## src/rtl/rv_pkg.sv

```systemverilog
// Shared RV32I definitions for the pipeline control slice.
// Contents:
//   OPC_*         opcode[6:2] encodings seen by the hazard logic
//   hz_state_e    memory-wait FSM state encoding
//   reads_rs1/2   which source registers an instruction in D consumes
package rv_pkg;

    localparam logic [4:0] OPC_LOAD   = 5'b00000;
    localparam logic [4:0] OPC_STORE  = 5'b01000;
    localparam logic [4:0] OPC_BRANCH = 5'b11000;
    localparam logic [4:0] OPC_OP     = 5'b01100;
    localparam logic [4:0] OPC_OP_IMM = 5'b00100;
    localparam logic [4:0] OPC_LUI    = 5'b01101;
    localparam logic [4:0] OPC_AUIPC  = 5'b00101;
    localparam logic [4:0] OPC_JAL    = 5'b11011;
    localparam logic [4:0] OPC_JALR   = 5'b11001;

    typedef enum logic [1:0] {
        ST_RUN  = 2'd0,
        ST_WAIT = 2'd1,
        ST_ERR  = 2'd2
    } hz_state_e;

    // U-type and JAL carry no rs1 field; everything else reads it.
    function automatic logic reads_rs1(input logic [4:0] op);
        return !((op == OPC_LUI) || (op == OPC_AUIPC) || (op == OPC_JAL));
    endfunction

    function automatic logic reads_rs2(input logic [4:0] op);
        return (op == OPC_BRANCH) || (op == OPC_STORE) || (op == OPC_OP);
    endfunction

endpackage

```

## src/rtl/pipe_hazard_ctrl_sat_counter.sv

```systemverilog
// Saturating up-counter used for the pipeline performance counters.
// Ports:
//   clk    core clock
//   rst_n  asynchronous active-low clear
//   inc    count one event this cycle
//   cnt    current count, sticks at all-ones
module sat_counter #(
    parameter int W = 32
) (
    input  logic         clk,
    input  logic         rst_n,
    input  logic         inc,
    output logic [W-1:0] cnt
);

    logic [W-1:0] cnt_q;
    logic [W-1:0] cnt_d;

    always_comb begin
        cnt_d = cnt_q;
        if (inc && (cnt_q != {W{1'b1}})) begin
            cnt_d = cnt_q + W'(1);
        end
    end

    always_ff @(posedge clk or negedge rst_n) begin
        if (!rst_n) begin
            cnt_q <= '0;
        end else begin
            cnt_q <= cnt_d;
        end
    end

    assign cnt = cnt_q;

endmodule

```

## src/rtl/pipe_hazard_ctrl.sv

```systemverilog
// Central pipeline sequencer for the 5-stage RV32I core.
// Produces the freeze / flush / load-use-stall strobes for every stage
// register, tracks memory wait episodes with a timeout FSM, defers branch
// flushes that arrive during a freeze, and keeps saturating event counters.
// Ports:
//   clk, rst_n                       clock, async active-low reset
//   D_op, D_rs1, D_rs2               decode-stage instruction fields
//   E_op, E_rd                       execute-stage register fields
//   jb                               branch/jump taken (resolved in E)
//   imem_ready, dmem_req, dmem_ready cache handshakes
//   waiting, flush, stall            stage-register control strobes
//   err                              sticky memory timeout
//   stall_cnt, flush_cnt, wait_cnt   saturating event counters
module pipe_hazard_ctrl #(
    parameter int CNT_W   = 32,
    parameter int TIMEOUT = 1023,
    parameter int TO_W    = 10
) (
    input  logic             clk,
    input  logic             rst_n,
    input  logic [4:0]       D_op,
    input  logic [4:0]       D_rs1,
    input  logic [4:0]       D_rs2,
    input  logic [4:0]       E_op,
    input  logic [4:0]       E_rd,
    input  logic             jb,
    input  logic             imem_ready,
    input  logic             dmem_req,
    input  logic             dmem_ready,
    output logic             waiting,
    output logic             flush,
    output logic             stall,
    output logic             err,
    output logic [CNT_W-1:0] stall_cnt,
    output logic [CNT_W-1:0] flush_cnt,
    output logic [CNT_W-1:0] wait_cnt
);

    import rv_pkg::*;

    localparam logic [TO_W-1:0] TIMEOUT_V = TO_W'(TIMEOUT);
    localparam logic [TO_W-1:0] ONE_V     = TO_W'(1);

    hz_state_e       state_q;
    logic [TO_W-1:0] ep_cnt_q;
    logic [TO_W-1:0] ep_inc;
    logic            err_q;
    logic            jb_pend_q;
    logic            jb_pend_d;

    logic mem_busy;
    logic luh;

    // Combinational strobes (same-cycle response to the handshakes)
    assign mem_busy = ~imem_ready | (dmem_req & ~dmem_ready);

    // E_rd != 0 matters: a bubble in E also encodes as op 0 / rd 0.
    assign luh = (E_op == OPC_LOAD) && (E_rd != 5'd0) &&
                 (((E_rd == D_rs1) && reads_rs1(D_op)) ||
                  ((E_rd == D_rs2) && reads_rs2(D_op)));

    // Strobes are gated by rst_n so nothing leaks out while held in reset.
    assign waiting = rst_n & ((state_q == ST_ERR) | mem_busy);
    assign flush   = rst_n & (jb | jb_pend_q) & ~waiting;
    assign stall   = rst_n & luh & ~waiting & ~flush;

    // A taken branch seen during a freeze is remembered and replayed once;
    // a jb re-asserted in the replay cycle merges into the same flush.
    always_comb begin
        jb_pend_d = jb_pend_q;
        if (flush) begin
            jb_pend_d = 1'b0;
        end else if (jb && waiting) begin
            jb_pend_d = 1'b1;
        end
    end

    assign ep_inc = ep_cnt_q + ONE_V;

    // Registered state: wait-episode FSM and pending flush
    always_ff @(posedge clk or negedge rst_n) begin
        if (!rst_n) begin
            state_q   <= ST_RUN;
            ep_cnt_q  <= '0;
            err_q     <= 1'b0;
            jb_pend_q <= 1'b0;
        end else begin
            jb_pend_q <= jb_pend_d;
            case (state_q)
                ST_RUN: begin
                    if (mem_busy) begin
                        ep_cnt_q <= ONE_V;
                        if (ONE_V == TIMEOUT_V) begin
                            state_q <= ST_ERR;
                            err_q   <= 1'b1;
                        end else begin
                            state_q <= ST_WAIT;
                        end
                    end
                end
                ST_WAIT: begin
                    if (!mem_busy) begin
                        state_q  <= ST_RUN;
                        ep_cnt_q <= '0;
                    end else begin
                        ep_cnt_q <= ep_inc;
                        if (ep_inc == TIMEOUT_V) begin
                            state_q <= ST_ERR;
                            err_q   <= 1'b1;
                        end
                    end
                end
                ST_ERR: begin
                    // Only reset leaves ERR.
                    state_q <= ST_ERR;
                end
                default: begin
                    state_q <= ST_RUN;
                end
            endcase
        end
    end

    assign err = err_q;

    // Event counters
    sat_counter #(.W(CNT_W)) u_stall_cnt (
        .clk   (clk),
        .rst_n (rst_n),
        .inc   (stall),
        .cnt   (stall_cnt)
    );

    sat_counter #(.W(CNT_W)) u_flush_cnt (
        .clk   (clk),
        .rst_n (rst_n),
        .inc   (flush),
        .cnt   (flush_cnt)
    );

    sat_counter #(.W(CNT_W)) u_wait_cnt (
        .clk   (clk),
        .rst_n (rst_n),
        .inc   (waiting),
        .cnt   (wait_cnt)
    );

endmodule

```

## config.mk

```make
export PLATFORM = sky130hd
export DESIGN_NAME = pipe_hazard_ctrl
export DESIGN_NICKNAME = d
export VERILOG_FILES = /design/src/rtl/rv_pkg.sv /design/src/rtl/pipe_hazard_ctrl_sat_counter.sv /design/src/rtl/pipe_hazard_ctrl.sv
export SDC_FILE = /design/constraint.sdc
export NUM_CORES = 1
export LEC_CHECK = 0
export CAP_MARGIN = 20
export CORE_UTILIZATION = 30
export CTS_CLUSTER_DIAMETER = 60
export CTS_CLUSTER_SIZE = 10
export DETAILED_ROUTE_END_ITERATION = 7
export DONT_BUFFER_PORTS = 1
export SYNTH_ARGS = -nofsm -noshare
export SYNTH_HDL_FRONTEND = slang
export SYNTH_SLANG_ARGS = --single-unit
```

## constraint.sdc

```tcl
create_clock -name clk -period 2.11 [get_ports clk]
set_input_delay 0.633 -clock clk [delete_from_list [all_inputs] [get_ports clk]]
set_output_delay 0.633 -clock clk [all_outputs]
set_load 0.03 [all_outputs]
```

# After elaboration in Yosys (flattened, before gate mapping)
# Index checks and enable logic that the tools add are counted.
dict set report totals {
  regBits 110
  inputBits 31
  output_inout_bits 100
  wordCells 72
}
dict set report op_classes {
  n_addsub 4
  eq_ne 16
  n_mux 9
  n_bitwise 14
  n_reduce_logical 22
}
# op count
set op_table {}
lappend op_table {{$add A32 B1 Y32 const B} 3}
lappend op_table {{$ne A32 B32 Y1 const B} 3}
lappend op_table {{$mux W10} 2}
lappend op_table {{$pmux W10 S2} 1}
lappend op_table {{$eq A5 B4 Y1 const B} 3}
lappend op_table {{$add A10 B1 Y10 const B} 1}
lappend op_table {{$eq A10 B10 Y1 const B} 1}
lappend op_table {{$eq A5 B5 Y1} 2}
lappend op_table {{$eq A5 B5 Y1 const B} 2}
lappend op_table {{$logic_and A1 B1 Y1} 8}
lappend op_table {{$and A1 B1 Y1} 7}
lappend op_table {{$mux W2} 3}
lappend op_table {{$pmux W2 S3} 1}
lappend op_table {{$eq A5 B3 Y1 const B} 1}
lappend op_table {{$logic_not A5 Y1} 1}
lappend op_table {{$logic_or A1 B1 Y1} 5}
lappend op_table {{$reduce_bool A5 Y1} 1}
lappend op_table {{$not A1 Y1} 4}
lappend op_table {{$reduce_and A2 Y1} 2}
lappend op_table {{$reduce_bool A2 Y1} 2}
lappend op_table {{$ne A3 B3 Y1 const B} 1}
lappend op_table {{$or A1 B1 Y1} 3}
lappend op_table {{$reduce_and A3 Y1} 1}
lappend op_table {{$eq A2 B1 Y1 const B} 1}
lappend op_table {{other kinds (5)} 6}

# Longest topological paths before layout
# Gate-level depths: netlist of run 1.
dict set report logic_depth {
  word_depth 11
  mapped_depth 9
  ltp_nobuf 7
}

# Hierarchy
# A second synthesis of run 1 with hierarchy kept.
dict set report hier_totals {
  cells_unflattened 572
  hier_area_um2 5859.4
}
# mod n_inst cells_each area_per_inst_um2 seq_area_each_um2
set modules_own_cells {}
lappend modules_own_cells {sat_counter 3 151 1624.1 800.8}
lappend modules_own_cells {pipe_hazard_ctrl 1 119 987.2 350.3}

# Worst setup path before layout of run 1
# Ideal clock, no wire load.
dict set report synth_timing {
  path_kind {input to output}
  from {input D_op[2]}
  to {output stall}
  arrival_time_ps 1743
  required_ps 1477
  setup_slack_ps -266
  cell_stages 5
  path_cell_list {nand4b_1 -> o21ai_0 -> a2111oi_1 -> o21ai_0 -> inv_1}
}
dict set report synth_between {
  elab_chain_cells 10
  elab_cells_between_ends 18
  classes_between {eq/ne: 6; bitwise: 3; reduce/logical: 9}
}
# item line
set synth_rtl {}
lappend synth_rtl {{from (decl)} pipe_hazard_ctrl.sv:21} ;# input logic [4:0] D_op,
lappend synth_rtl {{$eq A5 B4 Y1 / $eq A5 B3 Y1 (equally long branches)} rv_pkg.sv:26} ;# return !((op == OPC_LUI) || (op == OPC_AUIPC) || (op == OPC_JAL));
lappend synth_rtl {{$logic_or A1 B1 Y1 (2 in series)} rv_pkg.sv:26}
lappend synth_rtl {{$logic_not A1 Y1} rv_pkg.sv:26}
lappend synth_rtl {{$logic_and A1 B1 Y1} pipe_hazard_ctrl.sv:59} ;# (((E_rd == D_rs1) && reads_rs1(D_op)) ||
lappend synth_rtl {{$logic_or A1 B1 Y1 *} pipe_hazard_ctrl.sv:59}
lappend synth_rtl {{$logic_and A1 B1 Y1 *} pipe_hazard_ctrl.sv:58} ;# assign luh = (E_op == OPC_LOAD) && (E_rd != 5'd0) &&
lappend synth_rtl {{$and A1 B1 Y1 * (3 in series)} pipe_hazard_ctrl.sv:65} ;# assign stall = rst_n & luh & ~waiting & ~flush;
lappend synth_rtl {{to (decl)} pipe_hazard_ctrl.sv:32} ;# output logic stall,
# Every way passes the cells marked *; elsewhere a longest branch is shown, timed or not.

# Worst setup path after layout of run 1
dict set report layout_timing {
  from {register state_q[1]}
  to {output waiting}
}
dict set report layout_between {
  elab_chain_cells 3
}
# item line
set layout_rtl {}
lappend layout_rtl {{from (decl)} pipe_hazard_ctrl.sv:44} ;# hz_state_e state_q;
lappend layout_rtl {{from (signal assigned)} pipe_hazard_ctrl.sv:83} ;# state_q <= ST_RUN;
lappend layout_rtl {{from (signal assigned)} pipe_hazard_ctrl.sv:94} ;# state_q <= ST_ERR;
lappend layout_rtl {{from (signal assigned)} pipe_hazard_ctrl.sv:97} ;# state_q <= ST_WAIT;
lappend layout_rtl {{$eq A2 B2 Y1} pipe_hazard_ctrl.sv:63} ;# assign waiting = rst_n & ((state_q == ST_ERR) | mem_busy);
lappend layout_rtl {{$or A1 B1 Y1} pipe_hazard_ctrl.sv:63}
lappend layout_rtl {{$and A1 B1 Y1} pipe_hazard_ctrl.sv:63}
lappend layout_rtl {{to (decl)} pipe_hazard_ctrl.sv:30} ;# output logic waiting,
# No other way between the ends.

==> impl_metrics.tcl, run 1 <==
set metrics [dict create \
    status "complete, but fails checks" \
    violations "hold timing, setup timing" \
    drt_iter0_markers 152 \
    cpMaxStageDelayCell "dfrtp_1" \
    die_area_um2 18900 \
    power_frac_seq 0.471 \
    synth-edff-count 0 \
    slowest_delay_ps 390 \
    wl_per_cell_um 15.5 \
    io_pins 131 \
    crit_path_end_kind "primary output" \
    cts-root-buf "clkbuf_16" \
    ys_seq_elements 110 \
    leakagePower_nw 3.53 \
    diodes 0 \
    final_common_cell "buf_4" \
    crit_top_cell "buf_6" \
    crit_arrival_ps 1620 \
    ys_seq_area_frac 0.499 \
    synth_area_per_cell_um2 10.2 \
    clock_power_share 0.355 \
    drv_slew 0 \
    path_max_fanout 2 \
    post-route-util 0.423 \
    fp.dieH_um 138 \
    grt_pass1_wl_um 22800 \
    whs_ps -33.6 \
    drive_gt1_frac 0.345 \
    ant_nets 0 \
    nNetsFinal 730 \
    cts_buffers 9 \
    cap_violations 0 \
    finalSetupViolations 15 \
    hold_class "in -> async" \
    clock_skew_ps 8.93 \
    timing.fmax_mhz 444 \
    routed_via_density 5.01 \
    rows 49 \
    die-width_um 138 \
    maxSlewHeadroom 0.709 \
    synth_flop_cell "dfrtp_1" \
    synthesis.area_um2 5510 \
    synth_cell_types 49 \
    clock-sinks 110 \
    switching_share 0.290 \
    layout_common_cells "134 x buf_4, 98 x dfrtp_1, 53 x xnor2_1" \
    first_pass_iters 6 \
    worst-slew-pin-transition_ps 434 \
    initial_core_util 0.307 \
    clock_latency_ps 350 \
    grt_usage 0.154 \
    vias 4647 \
    clk_pin_slew_worst_paths_ps 80 \
    synth_fp_nets 575 \
    p_total_mw 4.90 \
    instances_no_fill 928 \
    first_global_vias 4670 \
    crit_type "reg -> out" \
    cts_tree "built" \
    final-hold-violation-count 64 \
    power_density_nw_per_um2 644 \
    cp-start-kind "register" \
    htreeDepth 3 \
    areaGrowthSynthToFinish_pct 37.9 \
    drc 0 \
    cp.required_ps 1480 \
    min_period_ps 2250 \
    r2r_slack_ps -80 \
    ir_worst_vdd_mv 0.623 \
    syn_inst 539 \
    antenna_found_initial 0 \
    cts.path.max_buffers 2 \
    p_sw_mw 1.42 \
    grt_max_degree 115 \
    async_flop_share 1.00 \
    dp_hpwl_um 10700 \
    place_inst 900 \
    path_cells "buf_6 > nor2b_4 > o31ai_4 > buf_6 > inv_4 > buf_6" \
    port_buffers 0 \
    layout_setup_ws_ps -140 \
    gp_congestion 0.802 \
    yosys_warnings 0 \
    fin_crit_sh 1.07 \
    power.internal_mw 3.47 \
    comb_power_share 0.174 \
    nFillCells 1725 \
    rsz0062_at_grt "yes" \
    wirelength_um 14400 \
    gr-total-overflow 0 \
    coreArea_um2 18000 \
]
## worst paths after layout
path | start | end | cells after the start
min in group clk | imem_ready | jb_pend_q$_DFFE_PN0P_ | 1
hold reg to reg | ep_cnt_q[9]$_DFFE_PN0P_ | ep_cnt_q[9]$_DFFE_PN0P_ | 1
max in group asynchronous | rst_n | ep_cnt_q[3]$_DFFE_PN0P_ | 0
hold / removal | rst_n | u_wait_cnt.cnt[4]$_DFFE_PN0P_ | 0
setup reg to reg | u_stall_cnt.cnt[0]$_DFFE_PN0P_ | u_stall_cnt.cnt[3]$_DFFE_PN0P_ | 9
setup / recovery | state_q[1]$_DFFE_PN0P_ | waiting | 6
## per-stage QoR
stage | cell area (um^2) | setup TNS (ps) | worst slack [ps]
after floorplan | 5570 | -1520 | -85.6
after global placement | 6860 | -19620 | -558
after detailed placement | 6860 | -18320 | -459
after CTS | 7420 | -332 | -186
after global routing | 7600 | -2150 | -193
final | 7600 | -627 | -140
## state kept, by name, indices dropped and copies added (netlist names)
name,cells
err,1
ep_cnt_q,10
u_stall_cnt.cnt,32
u_wait_cnt.cnt,32
state_q,2
jb_pend_q,1
u_flush_cnt.cnt,32
## area by class of cell
cell class / instances / area [um^2] / share of cell area
Clock buffer: 10 / 229 / 0.0301
Timing Repair Buffer: 151 / 1210 / 0.159
Tap cell: 229 / 287 / 0.0377
Multi-Input combinational cell: 407 / 2970 / 0.391
Sequential cell: 110 / 2770 / 0.364
Clock inverter: 6 / 68.8 / 0.00906
Inverter: 15 / 63.8 / 0.00840
## layer usage
layer / vias to the layer above / track usage / wire (um)
li1: 2202 / - / -
met1: 2307 / 0.185 / 6020
met2: 127 / 0.263 / 7370
met3: 11 / 0.0397 / 858
met4: 0 / 0.0531 / 153
met5: - / 0 / 0
## synthesized netlist by cell type (2+ instances only)
cell        n  area share
dfrtp_1   110        0.50
xnor2_1    55       0.087
nand2_1    47       0.032
xor2_1     47       0.075
nor2_1     46       0.031
nand3_1    39       0.035
nand4_1    33       0.037
and3_1     21       0.024
o21ai_0    19       0.017
inv_1      15       0.010
nor3_1     14       0.013
and4_1      9       0.014
nor4_1      8      0.0091
a21oi_1     7      0.0064
and2_1      6      0.0068
ha_1        5       0.011
nand2b_1    5      0.0057
nor2b_1     5      0.0057
mux2_2      4      0.0082
buf_6       3      0.0061
nor4b_2     3      0.0082
o31ai_1     3      0.0041
or3_1       3      0.0034
a31oi_1     2      0.0023
clkbuf_1    2      0.0014
nand3b_1    2      0.0027
nor4_2      2      0.0045
or2_2       2      0.0023
or4_1       2      0.0027
## worst max-delay path, delay by kind of cell (launching register included)
family | cells | cell delay, ps
and+or+nand+nor | 1 | 130
buffers and inverters | 4 | 430
AOI/OAI and AO/OA | 1 | 320
DFF | 1 | 390
## logic make-up (layout without fill, tap and decap cells)
kind of cell / Yosys count / in the layout / synth area share
flops: 110 / 110 / 0.499
mux: 4 / 4 / 0.00817
compound gates: 41 / 41 / 0.0463
xor+xnor: 102 / 102 / 0.162
buf+inv: 22 / 182 / 0.0193
simple gates: 255 / 255 / 0.253
fa+ha+maj: 5 / 5 / 0.0114
## what timing repair did
item / CTS / global route
endpoints found under the hold margin: 110 / 110
cloned: 2 / 1
resized for setup: 35 / 48
pin swaps: 9 / 16
setup buffers: 9 / 2
setup endpoints to repair: 50 / 40
## power by group through the flow
stage | combinational (mW) | sequential [mW] | clock (mW)
global route | 0.925 | 2.32 | 1.89
finish | 0.854 | 2.30 | 1.74
global placement | 0.807 | 2.34 | 0
floorplan | 0.244 | 2.63 | 0
detailed placement | 0.838 | 2.35 | 0
CTS | 0.856 | 2.31 | 1.79
Note: power is estimated with default switching activity, not from simulation.
==> inputs of run 2 (changes only) <==
--- a/config.mk
+++ b/config.mk
@@ -6,11 +6,14 @@
 export NUM_CORES = 1
 export LEC_CHECK = 0
 export CAP_MARGIN = 20
+export CORE_MARGIN = 3
 export CORE_UTILIZATION = 30
 export CTS_CLUSTER_DIAMETER = 60
 export CTS_CLUSTER_SIZE = 10
 export DETAILED_ROUTE_END_ITERATION = 7
 export DONT_BUFFER_PORTS = 1
+export SETUP_SLACK_MARGIN = 0.5
 export SYNTH_ARGS = -nofsm -noshare
 export SYNTH_HDL_FRONTEND = slang
 export SYNTH_SLANG_ARGS = --single-unit
+export TNS_END_PERCENT = 1
==> impl_metrics.tcl, run 2 (same netlist as run 1, synthesis figures left out) <==
set metrics [dict create \
    die_area_um2 20000 \
    leakagePower_nw 3.51 \
    place_inst 898 \
    first_global_vias 4681 \
    drive_gt1_frac 0.354 \
    maxSlewHeadroom 0.720 \
    final_common_cell "buf_4" \
    grt_usage 0.150 \
    cp.required_ps 1480 \
    areaGrowthSynthToFinish_pct 38.0 \
    hold_class "in -> async" \
    finalSetupViolations 7 \
    grt_max_degree 115 \
    coreArea_um2 17700 \
    path_max_fanout 3 \
    first_pass_iters 6 \
    diodes 0 \
    crit_arrival_ps 1600 \
    drv_slew 0 \
    status "complete, but fails checks" \
    layout_common_cells "133 x buf_4, 99 x dfrtp_1, 51 x xnor2_1" \
    gr-usage-met1 0.194 \
    p_total_mw 4.84 \
    rsz0062_at_grt "yes" \
    cts.path.max_buffers 2 \
    routed_via_density 4.99 \
    nNetsFinal 726 \
    final-hold-violation-count 88 \
    cp-start-kind "input port" \
    whs_ps -33.2 \
    die-width_um 142 \
    gp_congestion 0.818 \
    drc 0 \
    dp_hpwl_um 11400 \
    grt_pass1_wl_um 24400 \
    ir_worst_vdd_mv 0.803 \
    fp.dieH_um 142 \
    vias 4588 \
    post-route-util 0.431 \
    crit_path_end_kind "primary output" \
    cts_tree "built" \
    timing.fmax_mhz 449 \
    crit_type "in -> out" \
    layout_setup_ws_ps -118 \
    use_met3 0.0455 \
    cap_violations 0 \
    antenna_found_initial 0 \
    initial_core_util 0.312 \
    violations "hold timing, setup timing" \
    instances_no_fill 920 \
    wl_per_cell_um 16.4 \
    io_pins 131 \
    clock_skew_ps 14.4 \
    post-place-ws_ps -411 \
    fin_crit_sh 1.06 \
    clock-sinks 110 \
    top_usage_layer "met2" \
    htreeDepth 3 \
    rows 48 \
    drt_iter0_markers 240 \
    setup_tns_ps -414 \
    power_density_nw_per_um2 637 \
    cts_buffers 9 \
    wirelength_um 15100 \
    gr-total-overflow 0 \
    min_period_ps 2230 \
    use_met2 0.248 \
    worst-slew-pin-transition_ps 417 \
    ant_nets 0 \
    port_buffers 0 \
    cts-root-buf "clkbuf_16" \
    clock_latency_ps 350 \
    clk_pin_slew_worst_paths_ps 80 \
]
## run 2: path summary, 6_finish.rpt
| path | start | to | slack [ps] | depth (start not counted) |
|---|---|---|---|---|
| worst max-delay path | E_rd[1] | stall | -120 | 5 |
| worst min register to register | ep_cnt_q[9]$_DFFE_PN0P_ | ep_cnt_q[9]$_DFFE_PN0P_ | 520 | 1 |
| worst min-delay path | rst_n | u_flush_cnt.cnt[11]$_DFFE_PN0P_ | -30 | 0 |
| worst max register to register | u_stall_cnt.cnt[0]$_DFFE_PN0P_ | u_stall_cnt.cnt[1]$_DFFE_PN0P_ | -70 | 8 |
| min in group clk | imem_ready | jb_pend_q$_DFFE_PN0P_ | 400 | 1 |
| max in group asynchronous | rst_n | u_wait_cnt.cnt[8]$_DFFE_PN0P_ | 1950 | 0 |
## run 2: power breakdown
| group | leakage, nW | internal, mW | switching, mW |
|---|---|---|---|
| logic | 1.91 | 0.330 | 0.548 |
| clock network | 0.134 | 0.823 | 0.828 |
| registers | 1.46 | 2.23 | 0.0839 |
## run 2: repair_timing
| item | 4_1_cts | 5_1_grt |
|---|---|---|
| buffers inserted | 4 | 2 |
| resized for setup | 54 | 41 |
| setup endpoints to repair | 104 | 120 |
| endpoints found under the hold margin | 110 | 110 |
| pin swaps | 35 | 30 |
## run 2: final cells by class
class	instances	area, um^2
tap	225	282
fill	1669	10100
sequential	110	2770
multi-input combinational	407	3040
timing repair buffer	147	1170
clock buffer	10	229
clock inverter	6	51.3
inverter	15	61.3
## run 2: critical path: stages
cell,delay (ps)
or4_4,560
nor2_4,130
nor3_4,70
o21ai_2,90
inv_4,100
## run 2: through the flow
stage          area (um^2)  hold slack [ps]
2_1_floorplan         5540              337
3_3_place_gp          6850              340
3_5_place_dp          6850              339
4_1_cts               7400            -55.8
5_1_grt               7600            -65.7
6_report              7600            -33.2
## run 2: metal layers
metal	share of wire	vias to the layer above
met3	0.065	6
li1	-	2196
met1	0.44	2274
met2	0.49	112
met4	0.0054	0
met5	0	-
